**config.mk**
```make
export PLATFORM = sky130hd
export DESIGN_NAME = univ_shift_reg
export DESIGN_NICKNAME = d
export VERILOG_FILES = /design/src/rtl/univ_shift_reg.sv
export SDC_FILE = /design/constraint.sdc
export NUM_CORES = 1
export LEC_CHECK = 0
export ABC_CLOCK_PERIOD_IN_PS = 1100
export BUFFER_PORTS_ARGS = -buffer_cell sky130_fd_sc_hd__buf_4
export CORE_MARGIN = 2
export CORE_UTILIZATION = 30
export DETAILED_ROUTE_END_ITERATION = 6
export PLACE_DENSITY = 0.65
export SLEW_MARGIN = 20
export SYNTH_ARGS = -nofsm -noshare
export SYNTH_HDL_FRONTEND = slang
export SYNTH_SLANG_ARGS = --single-unit
```
**constraint.sdc**
```tcl
create_clock -name clk -period 1.1 [get_ports clk]
set_input_delay 0.11 -clock clk [delete_from_list [all_inputs] [get_ports clk]]
set_output_delay 0.11 -clock clk [all_outputs]
set_load 0.02 [all_outputs]
```
**src/rtl/univ_shift_reg.sv**
```systemverilog
// Universal shift register: hold, shift right/left and parallel load, plus an
// autonomous burst engine that shifts a latched count of positions with busy/done.
module univ_shift_reg #(
  parameter int unsigned          WIDTH     = 8,
  parameter int unsigned          CNT_W     = 4,
  parameter logic [WIDTH-1:0]     RESET_VAL = '0
) (
  input  logic             clk,
  input  logic             rst,
  input  logic [1:0]       mode,
  input  logic             ser_in_l,
  input  logic             ser_in_r,
  input  logic [WIDTH-1:0] par_in,
  input  logic             start,
  input  logic             dir,
  input  logic [CNT_W-1:0] count,
  output logic [WIDTH-1:0] q,
  output logic             msb_out,
  output logic             lsb_out,
  output logic             busy,
  output logic             done
);

  typedef enum logic {
    IDLE  = 1'b0,
    SHIFT = 1'b1
  } state_t;

  localparam logic [1:0] MODE_HOLD  = 2'b00;
  localparam logic [1:0] MODE_RIGHT = 2'b01;
  localparam logic [1:0] MODE_LEFT  = 2'b10;
  localparam logic [1:0] MODE_LOAD  = 2'b11;

  state_t           state;
  logic [CNT_W-1:0] remaining;
  logic             dir_l;
  logic [WIDTH-1:0] shr;
  logic [WIDTH-1:0] shl;

  assign shr     = {ser_in_l, q[WIDTH-1:1]};
  assign shl     = {q[WIDTH-2:0], ser_in_r};
  assign msb_out = q[WIDTH-1];
  assign lsb_out = q[0];

  // Direct-mode datapath in IDLE; the burst engine owns q while in SHIFT.
  always_ff @(posedge clk) begin
    if (rst) begin
      q         <= RESET_VAL;
      state     <= IDLE;
      busy      <= 1'b0;
      done      <= 1'b0;
      remaining <= '0;
      dir_l     <= 1'b0;
    end else begin
      done <= 1'b0;
      case (state)
        IDLE: begin
          if (start) begin
            if (count != '0) begin
              remaining <= count;
              dir_l     <= dir;
              state     <= SHIFT;
              busy      <= 1'b1;
            end else begin
              done <= 1'b1;
            end
          end else begin
            case (mode)
              MODE_HOLD:  q <= q;
              MODE_RIGHT: q <= shr;
              MODE_LEFT:  q <= shl;
              MODE_LOAD:  q <= par_in;
              default:    q <= q;
            endcase
          end
        end
        SHIFT: begin
          q         <= dir_l ? shl : shr;
          remaining <= remaining - CNT_W'(1);
          if (remaining == CNT_W'(1)) begin
            state <= IDLE;
            busy  <= 1'b0;
            done  <= 1'b1;
          end
        end
        default: begin
          state <= IDLE;
          busy  <= 1'b0;
        end
      endcase
    end
  end

endmodule

```
# ---- Yosys cells after proc, flatten, opt, wreduce, memory -nomap -nowiden
# Cells that the tools add are included.
dict set report totals {
  ff_bits 16
  in_bits 20
  out_inout_bits 12
  wordCells 42
}
dict set report classes {
  add_sub_neg 1
  eq_ne 9
  n_mux 19
  bitwise 1
  n_reduce_logical 6
}
# cell count
set ops {}
lappend ops {{case mux 8 bit (3 select lines)} 1}
lappend ops {{two-way mux 8 bit} 2}
lappend ops {{case mux 8 bit (2 select lines)} 1}
lappend ops {{two-way mux 1 bit} 9}
lappend ops {{two-way mux 4 bit} 2}
lappend ops {{!= test 2 bit, second input constant} 4}
lappend ops {{case mux 4 bit (2 select lines)} 1}
lappend ops {{case mux 1 bit (2 select lines)} 3}
lappend ops {{AND reduction 3 bit} 2}
lappend ops {{== test 2 bit, second input constant} 2}
lappend ops {{== test 4 x 1 -> 1 bit, second input constant} 1}
lappend ops {{AND reduction 2 bit} 2}
lappend ops {{nonzero test 4 bit} 1}
lappend ops {{subtractor 4 x 1 -> 4 bit, second input constant} 1}
lappend ops {{== test 2 x 1 -> 1 bit, second input constant} 1}
lappend ops {{zero test 2 bit} 1}
lappend ops {{!= test 2 x 1 -> 1 bit, second input constant} 1}
lappend ops {{NOT 1 bit} 1}

# ---- Longest topological paths before layout
# Gate-level depths: netlist of run 1.
dict set report depth {
  ltp_word 4
  ltp_mapped 5
  mapped_depth_nobuf 5
}

# ---- Least setup slack after synthesis of run 1
# No wires, ideal clock.
dict set report synth_timing {
  path_kind {register to register}
  from {reg q[1]}
  to {reg q[0]}
  arrival_ns 1.087
  required_time_ns 1.025
  path_slack_ns -0.062
  stages_incl_launch_ff 4
  path_buffers 0
  path_cell_list {dfxtp_1 > mux2i_1 > a2111o_1 > a31oi_1}
}
dict set report synth_via {
  elab_chain_cells 3
}
# item line_no
set synth_rtl {}
lappend synth_rtl {{start, declared} 17} ;# output logic [WIDTH-1:0] q,
lappend synth_rtl {{start signal, assigned} 69} ;# MODE_HOLD: q <= q;
lappend synth_rtl {{start signal, assigned} 70} ;# MODE_RIGHT: q <= shr;
lappend synth_rtl {{start signal, assigned} 71} ;# MODE_LEFT: q <= shl;
lappend synth_rtl {{case mux 8 bit (3 select lines)} 68} ;# case (mode)
lappend synth_rtl {{two-way mux 8 bit} 58} ;# if (start) begin
lappend synth_rtl {{case mux 8 bit (2 select lines) *} 56} ;# case (state)
# Every way passes the cells marked *; elsewhere a longest branch is shown, timed or not. The select of a mux whose other input is x is not followed.
# A chain may end at the register's enable or synchronous reset.

# ---- Worst setup path in the final report of run 1
dict set report layout_timing {
  from {reg dir_l}
  to {reg q[7]}
}
dict set report layout_via {
  elab_chain_cells 2
}
# item line_no
set layout_rtl {}
lappend layout_rtl {{start, declared} 36} ;# logic dir_l;
lappend layout_rtl {{start signal, assigned} 61} ;# dir_l <= dir;
lappend layout_rtl {{two-way mux 8 bit} 78} ;# q <= dir_l ? shl : shr;
lappend layout_rtl {{case mux 8 bit (2 select lines)} 56}
lappend layout_rtl {{end signal, assigned} 69}
lappend layout_rtl {{end signal, assigned} 70}
lappend layout_rtl {{end signal, assigned} 78}
# Every way passes these cells.

==> run metrics, run 1 <==
synthesis warning total 0; DRT iter0 DRCs 43; RSZ-0062 raised after global routing yes; number of synthesized register bits 16; max_slew headroom 0.7878; Post-synth ARST share 0; largest net degree at the start of global routing 13; die width 63.09 um; max_cap viols 0; sequential fraction of the synthesis area 0.3059; DIE AREA 3980 um2; Post-Synthesis Mean Instance Area 9.268 um2; critical path endpoint category flop; dominant cell type by area after synthesis dfxtp_1; worst path arrival time 1.33 ns; Root Buffer clkbuf_4; Vias/cell 5.346; clk_skew 0.007724 ns; R2R cell count 4; post-synth top area share 0.3059; Sequential Power Share 0.410; Worst Hold Path Cells 2; Cell Pwr Density 1007 nW/um2; CP Launch Type flop; Post-DRT Antenna Nets 0; Finished Core Util 0.4957; WHS Endpoint dir_l; Worst EP required 1.29 ns; period utilization 1.038; router iterations before antenna repair 4; CTS tree yes; gr ovfl total 0; Syn Inst Count 113; Clk pwr share 0.243; starting density of the core 0.3138; WS Path Type flop to flop; number of synthesized flops with an enable pin 0; worst hold path class input port to flop; Layout Area Growth over Synthesis 57.95%; most frequent cell after synthesis nand3_1; ys flop type dfxtp_1; Fin. Hold Viols 0; share of post-route cells with drive strength above 1 0.6235; drt drc 0; GRT Overall Usage 0.1655; R2R Path Start dir_l; status complete, but fails checks; switching component of the power 0.0005284 W; HP Start rst; DP Area 1456 um2; Switching Share 0.3172; DP HPWL 2.263 mm; Synth Net Count 135; CTS clock-pin slew for the worst setup and hold paths 0.11 ns; leakage power 0.6544 nW; fmax 0.8755 GHz; DRT Wirelength 3.220 mm; TritonCTS Buffers 3; Final Worst Setup Slack -0.04215 ns; cell row count 21; CTS Buffer Depth 2; Ports 32; number of port buffers 31; final instance area 1654 um2; vias in the first global route 1203; total number of vias 1112; RR Endpoint q[7]; Netlist cell types 38; Min Clock Period, post-route 1.142 ns; final setup fails 9; Worst VDD drop 756.1 uV; area of the mapped netlist 1047 um2; Final Max Slew Viols 0; core area 3337 um2; internal power 0.001138 W; CTS sink cnt 16; initial antenna violation count 0; top post-synthesis cells by area dfxtp_1, mux2_2, nand3_1; Die H 63.09 um; worst skew pair latency 0.29 ns; final hold slack 0.05758 ns; violated checks setup timing; GPL Wtd Cong 0.8696; CP Max Fanout 8; fin nets 185; number of diodes 0; first-pass GRT wire length 5.340 mm; combinational fraction of design power 0.347; setup_tns -0.1998 ns; internal reg-to-reg setup slack -0.04 ns; Post-synth top cells nand3_1, dfxtp_1, mux2_2; H-tree depth 1; actual transition at the worst max-transition pin 0.3154 ns; Routed WL per cell 15.48 um
[placed cells by master, fill, tap and decap left out, types with 2 or more instances in the layout]
cell / Yosys / layout
a211oi_2: 1 / 2
a21oi_1: 6 / 4
a21oi_2: 1 / 3
a22oi_2: 0 / 7
buf_4: 3 / 49
buf_6: 0 / 3
clkbuf_4: 0 / 3
dfxtp_1: 16 / 11
dfxtp_2: 0 / 3
dfxtp_4: 0 / 2
ha_4: 0 / 2
inv_2: 0 / 2
mux2_2: 15 / 9
mux2_4: 0 / 6
nand2_1: 2 / 2
nand3_1: 18 / 18
nor2_1: 2 / 2
o211ai_1: 7 / 7
[area by class of cell]
| class | instances | area (um2) |
|---|---|---|
| Timing Repair Buffer | 53 | 421.7 |
| Sequential cell | 16 | 331.6 |
| Tap cell | 46 | 57.56 |
| Fill cell | 327 | 1683 |
| Clock buffer | 4 | 36.28 |
| Multi-Input combinational cell | 85 | 788.3 |
| Inverter | 4 | 18.77 |
[metrics by stage]
step           total power (W)  cells  worst slack, ns
6_report              0.001666    208         -0.04215
5_1_grt               0.001742    208         -0.07690
4_1_cts               0.001613    206         -0.04809
3_5_place_dp          0.001170    201          -0.1038
3_3_place_gp          0.001151    201         -0.06597
2_1_floorplan        0.0009416    113         0.005098
[worst max path at each step]
stage          start  endpoint
6_report       dir_l      q[7]
5_1_grt        dir_l      q[7]
4_1_cts        dir_l      q[7]
3_5_place_dp   dir_l      q[4]
3_3_place_gp   dir_l      q[1]
2_1_floorplan  state      q[1]
[kinds of logic (layout without fill, tap and decap cells)]
group | Yosys count | count (layout) | share of synthesized area
buffers and inverters | 12 | 61 | 0.05615
AOI/OAI and AO/OA | 34 | 34 | 0.2473
adders and majority gates | 2 | 2 | 0.02389
xor gates and xnor gates | 2 | 2 | 0.01673
muxes | 16 | 16 | 0.1708
DFF | 16 | 16 | 0.3059
and+or+nand+nor | 31 | 31 | 0.1792
[sequential cells by signal, indices dropped and copies added (netlist names)]
name and cells:
dir_l 1, remaining 4, busy 1, done 1, q 8, state 1
[timing repair]
item / CTS / global route
hold buffers: 0 / 0
buffers inserted: 1 / 2
hold endpoints to repair: 0 / 0
gates resized for setup: 19 / 16
pin swaps: 9 / 16
endpoints found under the setup margin: 13 / 15
[per-layer routing]
layer	vias to the layer above	routed length (um)	GRT usage
met5	-	0	0
met3	4	198	0.04286
met1	530	1291	0.1848
met4	0	33	0.05556
li1	542	-	-
met2	36	1696	0.3019
[critical path: stages, from the launching register on]
cell      delay [ns]
dfxtp_2         0.36
buf_12          0.13
mux2_4          0.30
a22oi_2         0.15
o211ai_1        0.09
[power by group through the flow]
stage               sequential [W]  combinational (W)  clock, W
detailed placement        0.000683           0.000488         0
global placement          0.000678           0.000473         0
finish                    0.000683           0.000578  0.000406
CTS                       0.000676           0.000525  0.000411
floorplan                 0.000694           0.000247         0
global route              0.000690           0.000622  0.000430
Power figures use the tool's default switching activity.
==> run 2, diff against run 1 <==
--- a/config.mk
+++ b/config.mk
@@ -7,10 +7,12 @@
 export LEC_CHECK = 0
 export ABC_CLOCK_PERIOD_IN_PS = 1100
 export BUFFER_PORTS_ARGS = -buffer_cell sky130_fd_sc_hd__buf_4
+export CAP_MARGIN = 20
 export CORE_MARGIN = 2
 export CORE_UTILIZATION = 30
 export DETAILED_ROUTE_END_ITERATION = 6
-export PLACE_DENSITY = 0.65
+export PLACE_DENSITY = 0.52
+export SETUP_SLACK_MARGIN = 0.3
 export SLEW_MARGIN = 20
 export SYNTH_ARGS = -nofsm -noshare
 export SYNTH_HDL_FRONTEND = slang
==> run 2 against run 1 <==
  * The flow still finishes with violations (setup timing)
  * Final area is 5.3% higher
  * Worst hold slack better by 0.035 ns
  * Combinational power rose by 3%
  * Count of clock-buffer cells in the layout down 1
  * Largest power group unchanged
==> run metrics, run 2 (same netlist as run 1, synthesis figures left out) <==
CTS tree yes; actual transition at the worst max-transition pin 0.3168 ns; M1 WL 1.325 mm; Post-DRT Antenna Nets 0; leakage power 0.6755 nW; Vias/cell 5.282; CP Max Fanout 5; starting density of the core 0.3138; DP HPWL 2.126 mm; worst skew pair latency 0.28 ns; router iterations before antenna repair 4; met3 routed WL 106 um; slowest library cell on the worst path dfxtp_4; max layer used met4; cell row count 21; Ports 32; CTS sink cnt 16; Final Worst Setup Slack -0.04558 ns; Fin. Hold Viols 0; DRT iter0 DRCs 28; violated checks setup timing; fin cells 209; CTS Buffer Depth 2; die width 63.09 um; most frequent cells in the layout buf_4, nand3_1, buf_6; Routed WL per cell 14.86 um; Top Registers q (8), remaining (4); fin nets 187; number of diodes 0; period utilization 1.041; GRT Overall Usage 0.1554; critical path endpoint category flop; area occupied by registers 349.1 um2; GPL Wtd Cong 0.8030; CP cell instances buf_12 -> mux2_2 -> a22oi_2 -> o211ai_1; vias in the first global route 1109; fmax 0.8729 GHz; max_cap viols 0; DP Area 1426 um2; largest net degree at the start of global routing 15; Cell Pwr Density 909.1 nW/um2; Root Buffer clkbuf_4; worst path bufs/invs 1; DP Cell Count 194; first-pass GRT wire length 5.037 mm; Min Clock Period, post-route 1.146 ns; Crit path max-delay family flip-flops; drt drc 0; number of port buffers 31; gr ovfl total 0; max FFs per register 8; Final Max Slew Viols 0; TritonCTS Buffers 3; worst hold path class input port to flop; clk_skew 0.002496 ns; CP Launch Type flop; Post-CTS Hold Buffers 0; share of post-route cells with drive strength above 1 0.7239; CTS clock-pin slew for the worst setup and hold paths 0.09 ns; fill count 324; final setup fails 9; RSZ-0062 raised after global routing yes; peak per-stage delay on the critical path 0.38 ns; total number of vias 1104; DRT Wirelength 3.106 mm; initial antenna violation count 0; worst path arrival time 1.31 ns; Worst EP required 1.26 ns; Largest Register q; Die H 63.09 um; H-tree depth 1; WS Path Type flop to flop; Worst VDD drop 457.4 uV; final instance area 1742 um2; commonest non-fill, non-tap cell in the layout buf_4; core area 3337 um2; DIE AREA 3980 um2; status complete, but fails checks; multi-input logic area 817.0 um2; Layout Area Growth over Synthesis 66.31%; routed wl met2 1.630 mm; max_slew headroom 0.7886
run 2: layer usage:
metal	global-route usage	vias to the layer above
li1	-	541
met1	0.1828	540
met2	0.2806	19
met3	0.02857	4
met4	0.05278	0
met5	0	-
run 2: cell type report:
class | count | area share
Multi-Input combinational cell | 85 | 0.4691
Timing Repair Buffer | 55 | 0.2723
Sequential cell | 16 | 0.2004
Tap cell | 46 | 0.03305
Clock buffer | 3 | 0.01293
Inverter | 4 | 0.01221
run 2: stage by stage:
stage	power, W	TNS (ns)	util	hold WS (ns)	worst slack [ns]
floorplan	0.0009648	0	-	0.2589	0.009104
global placement	0.001150	-0.4197	0.4274	0.3861	-0.08370
detailed placement	0.001156	-0.5286	0.4274	0.3919	-0.08050
CTS	0.001530	-0.1414	0.4863	0.08545	-0.03090
global route	0.001684	-0.6668	0.5219	0.09449	-0.08993
finish	0.001583	-0.2270	0.5219	0.09234	-0.04558
run 2: report_power, final:
| part | internal [W] | total, W | switching (W) | leakage, nW |
|---|---|---|---|---|
| registers | 0.000623 | 0.000682 | 0.0000591 | 0.138 |
| logic | 0.000325 | 0.000597 | 0.000272 | 0.524 |
| clock network | 0.000127 | 0.000304 | 0.000178 | 0.0138 |
run 2: worst paths after layout:
| kind | start | endpoint | slack [ns] | cells past startpoint |
|---|---|---|---|---|
| max | dir_l | q[2] | -0.05 | 4 |
| min | dir | dir_l | 0.09 | 3 |
| max reg2reg | dir_l | q[2] | -0.05 | 4 |
| min reg2reg | q[5] | q[6] | 0.53 | 2 |
run 2: what timing repair did:
item                                    4_1_cts  5_1_grt
gates resized for setup                      33       22
endpoints found under the setup margin       28       28
pin swaps                                     6        7
buffers inserted                              7        5
run 2: worst min-delay path: stages:
cell	delay [ns]
buf_4	0.11
nand3_1	0.07
a21oi_2	0.05
==> run 3, diff against run 2 <==
--- a/config.mk
+++ b/config.mk
@@ -8,7 +8,7 @@
 export ABC_CLOCK_PERIOD_IN_PS = 1100
 export BUFFER_PORTS_ARGS = -buffer_cell sky130_fd_sc_hd__buf_4
 export CAP_MARGIN = 20
-export CORE_MARGIN = 2
+export CORE_MARGIN = 1.5
 export CORE_UTILIZATION = 30
 export DETAILED_ROUTE_END_ITERATION = 6
 export PLACE_DENSITY = 0.52
==> run 3 against run 2 <==
  * The flow still finishes with violations (setup timing)
  * Worst setup slack got worse by 0.029 ns
  * Sequential power about the same
  * First-iteration DRC count grew 93%
  * Highest routed layer unchanged
==> run metrics, run 3 (same netlist as run 1, synthesis figures left out) <==
status complete, but fails checks; violated checks setup timing; DIE AREA 3855 um2; period utilization 1.067; CTS Buffer Depth 2; M1 WL 1.351 mm; routed wl met2 1.650 mm; Largest Register q; Worst VDD drop 525.1 uV; internal power 0.001081 W; core area 3337 um2; Switching Share 0.3256; Fin. Hold Viols 0; CP Launch Type flop; commonest non-fill, non-tap cell in the layout buf_4; switching component of the power 0.0005217 W; Worst Hold Path Cells 3; Post-DRT Antenna Nets 0; number of diodes 0; Clk pwr share 0.195; DRT iter0 DRCs 54; critical path endpoint category flop; largest net degree at the start of global routing 15; DP HPWL 2.102 mm; GPL Wtd Cong 0.7991; Post-CTS Hold Buffers 0; max FFs per register 8; GRT Overall Usage 0.1714; Final Worst Setup Slack -0.07421 ns; worst path arrival time 1.34 ns; Cell Pwr Density 896.2 nW/um2; DP Area 1426 um2; Vias/cell 5.419; fin nets 188; starting density of the core 0.3138; Min Clock Period, post-route 1.174 ns; Sequential Power Share 0.426; Die H 62.09 um; most frequent cells in the layout buf_4, buf_6, nand3_1; max layer used met4; final instance area 1788 um2; fmax 0.8516 GHz; Ports 32; vias in the first global route 1049; worst hold path class input port to flop; Finished Core Util 0.5358; max_cap viols 0; Worst EP required 1.26 ns; Top Registers q (8), remaining (4); number of port buffers 31; final hold slack 0.08047 ns; clk_skew 0.003574 ns; H-tree depth 1; gr ovfl total 0; initial antenna violation count 0; DRT Wirelength 3.173 mm; DP Cell Count 194; leakage power 0.6915 nW; final setup fails 6; R2R cell count 4; Root Buffer clkbuf_4; CTS clock-pin slew for the worst setup and hold paths 0.10 ns; CTS tree yes; cell row count 21; die width 62.09 um; worst skew pair latency 0.28 ns; share of post-route cells with drive strength above 1 0.7317; met3 routed WL 143 um; CTS sink cnt 16; fin cells 210; first-pass GRT wire length 4.905 mm; Setup WS pre-CTS -0.08647 ns; TritonCTS Buffers 3; CP Max Fanout 6; drt drc 0; combinational fraction of design power 0.379; Routed WL per cell 15.11 um; actual transition at the worst max-transition pin 0.3345 ns; Final Max Slew Viols 0; Layout Area Growth over Synthesis 70.73%; WS Path Type flop to flop; max_slew headroom 0.7768; RSZ-0062 raised after global routing yes; total number of vias 1138; router iterations before antenna repair 4
[run 3: changes by cell type in the layout (fill, tap and decap cells not counted), sizes merged]
cell and delta:
clkinvlp -1, inv +1, buf +1
[run 3: routing by layer]
metal / vias up / track usage
met5: - / 0
met4: 0 / 0.05471
met3: 6 / 0.02899
met2: 39 / 0.2857
met1: 552 / 0.2246
li1: 541 / -
[run 3: worst max-delay path, stage by stage, from the launching register on]
cell,delay (ns)
dfxtp_4,0.41
buf_6,0.13
mux2_4,0.30
a22oi_2,0.12
o211ai_1,0.10
[run 3: worst paths after layout]
path,from,end,slack (ns)
worst min-delay path,dir,dir_l,0.08
worst max register to register,dir_l,q[3],-0.07
worst max-delay path,dir_l,q[3],-0.07
worst min register to register,q[6],q[6],0.54
[run 3: final cells by class]
type | count | area [um2]
clock buffer | 3 | 22.52
fill | 327 | 1549
inverter | 4 | 20.02
multi-input combinational | 85 | 825.8
sequential | 16 | 362.8
tap | 46 | 57.56
timing repair buffer | 56 | 499.2
[run 3: what timing repair did]
action | 4_1_cts | 5_1_grt
buffers inserted | 10 | 3
gates resized for setup | 45 | 26
setup endpoints to repair | 28 | 28
pin swaps | 8 | 17
[run 3: per-stage QoR]
step | total power (W) | setup TNS, ns
CTS | 0.001569 | -0.1677
global route | 0.001704 | -0.6442
finish | 0.001602 | -0.2095
global placement | 0.001148 | -0.4242
floorplan | 0.0009648 | 0
detailed placement | 0.001158 | -0.5814
[run 3: power groups by stage]
stage / Combinational (W) / Sequential (W) / Clock [W]
floorplan: 0.000264 / 0.000701 / 0
global placement: 0.000452 / 0.000696 / 0
detailed placement: 0.000460 / 0.000698 / 0
CTS: 0.000562 / 0.000684 / 0.000323
global route: 0.000658 / 0.000691 / 0.000355
finish: 0.000607 / 0.000683 / 0.000312
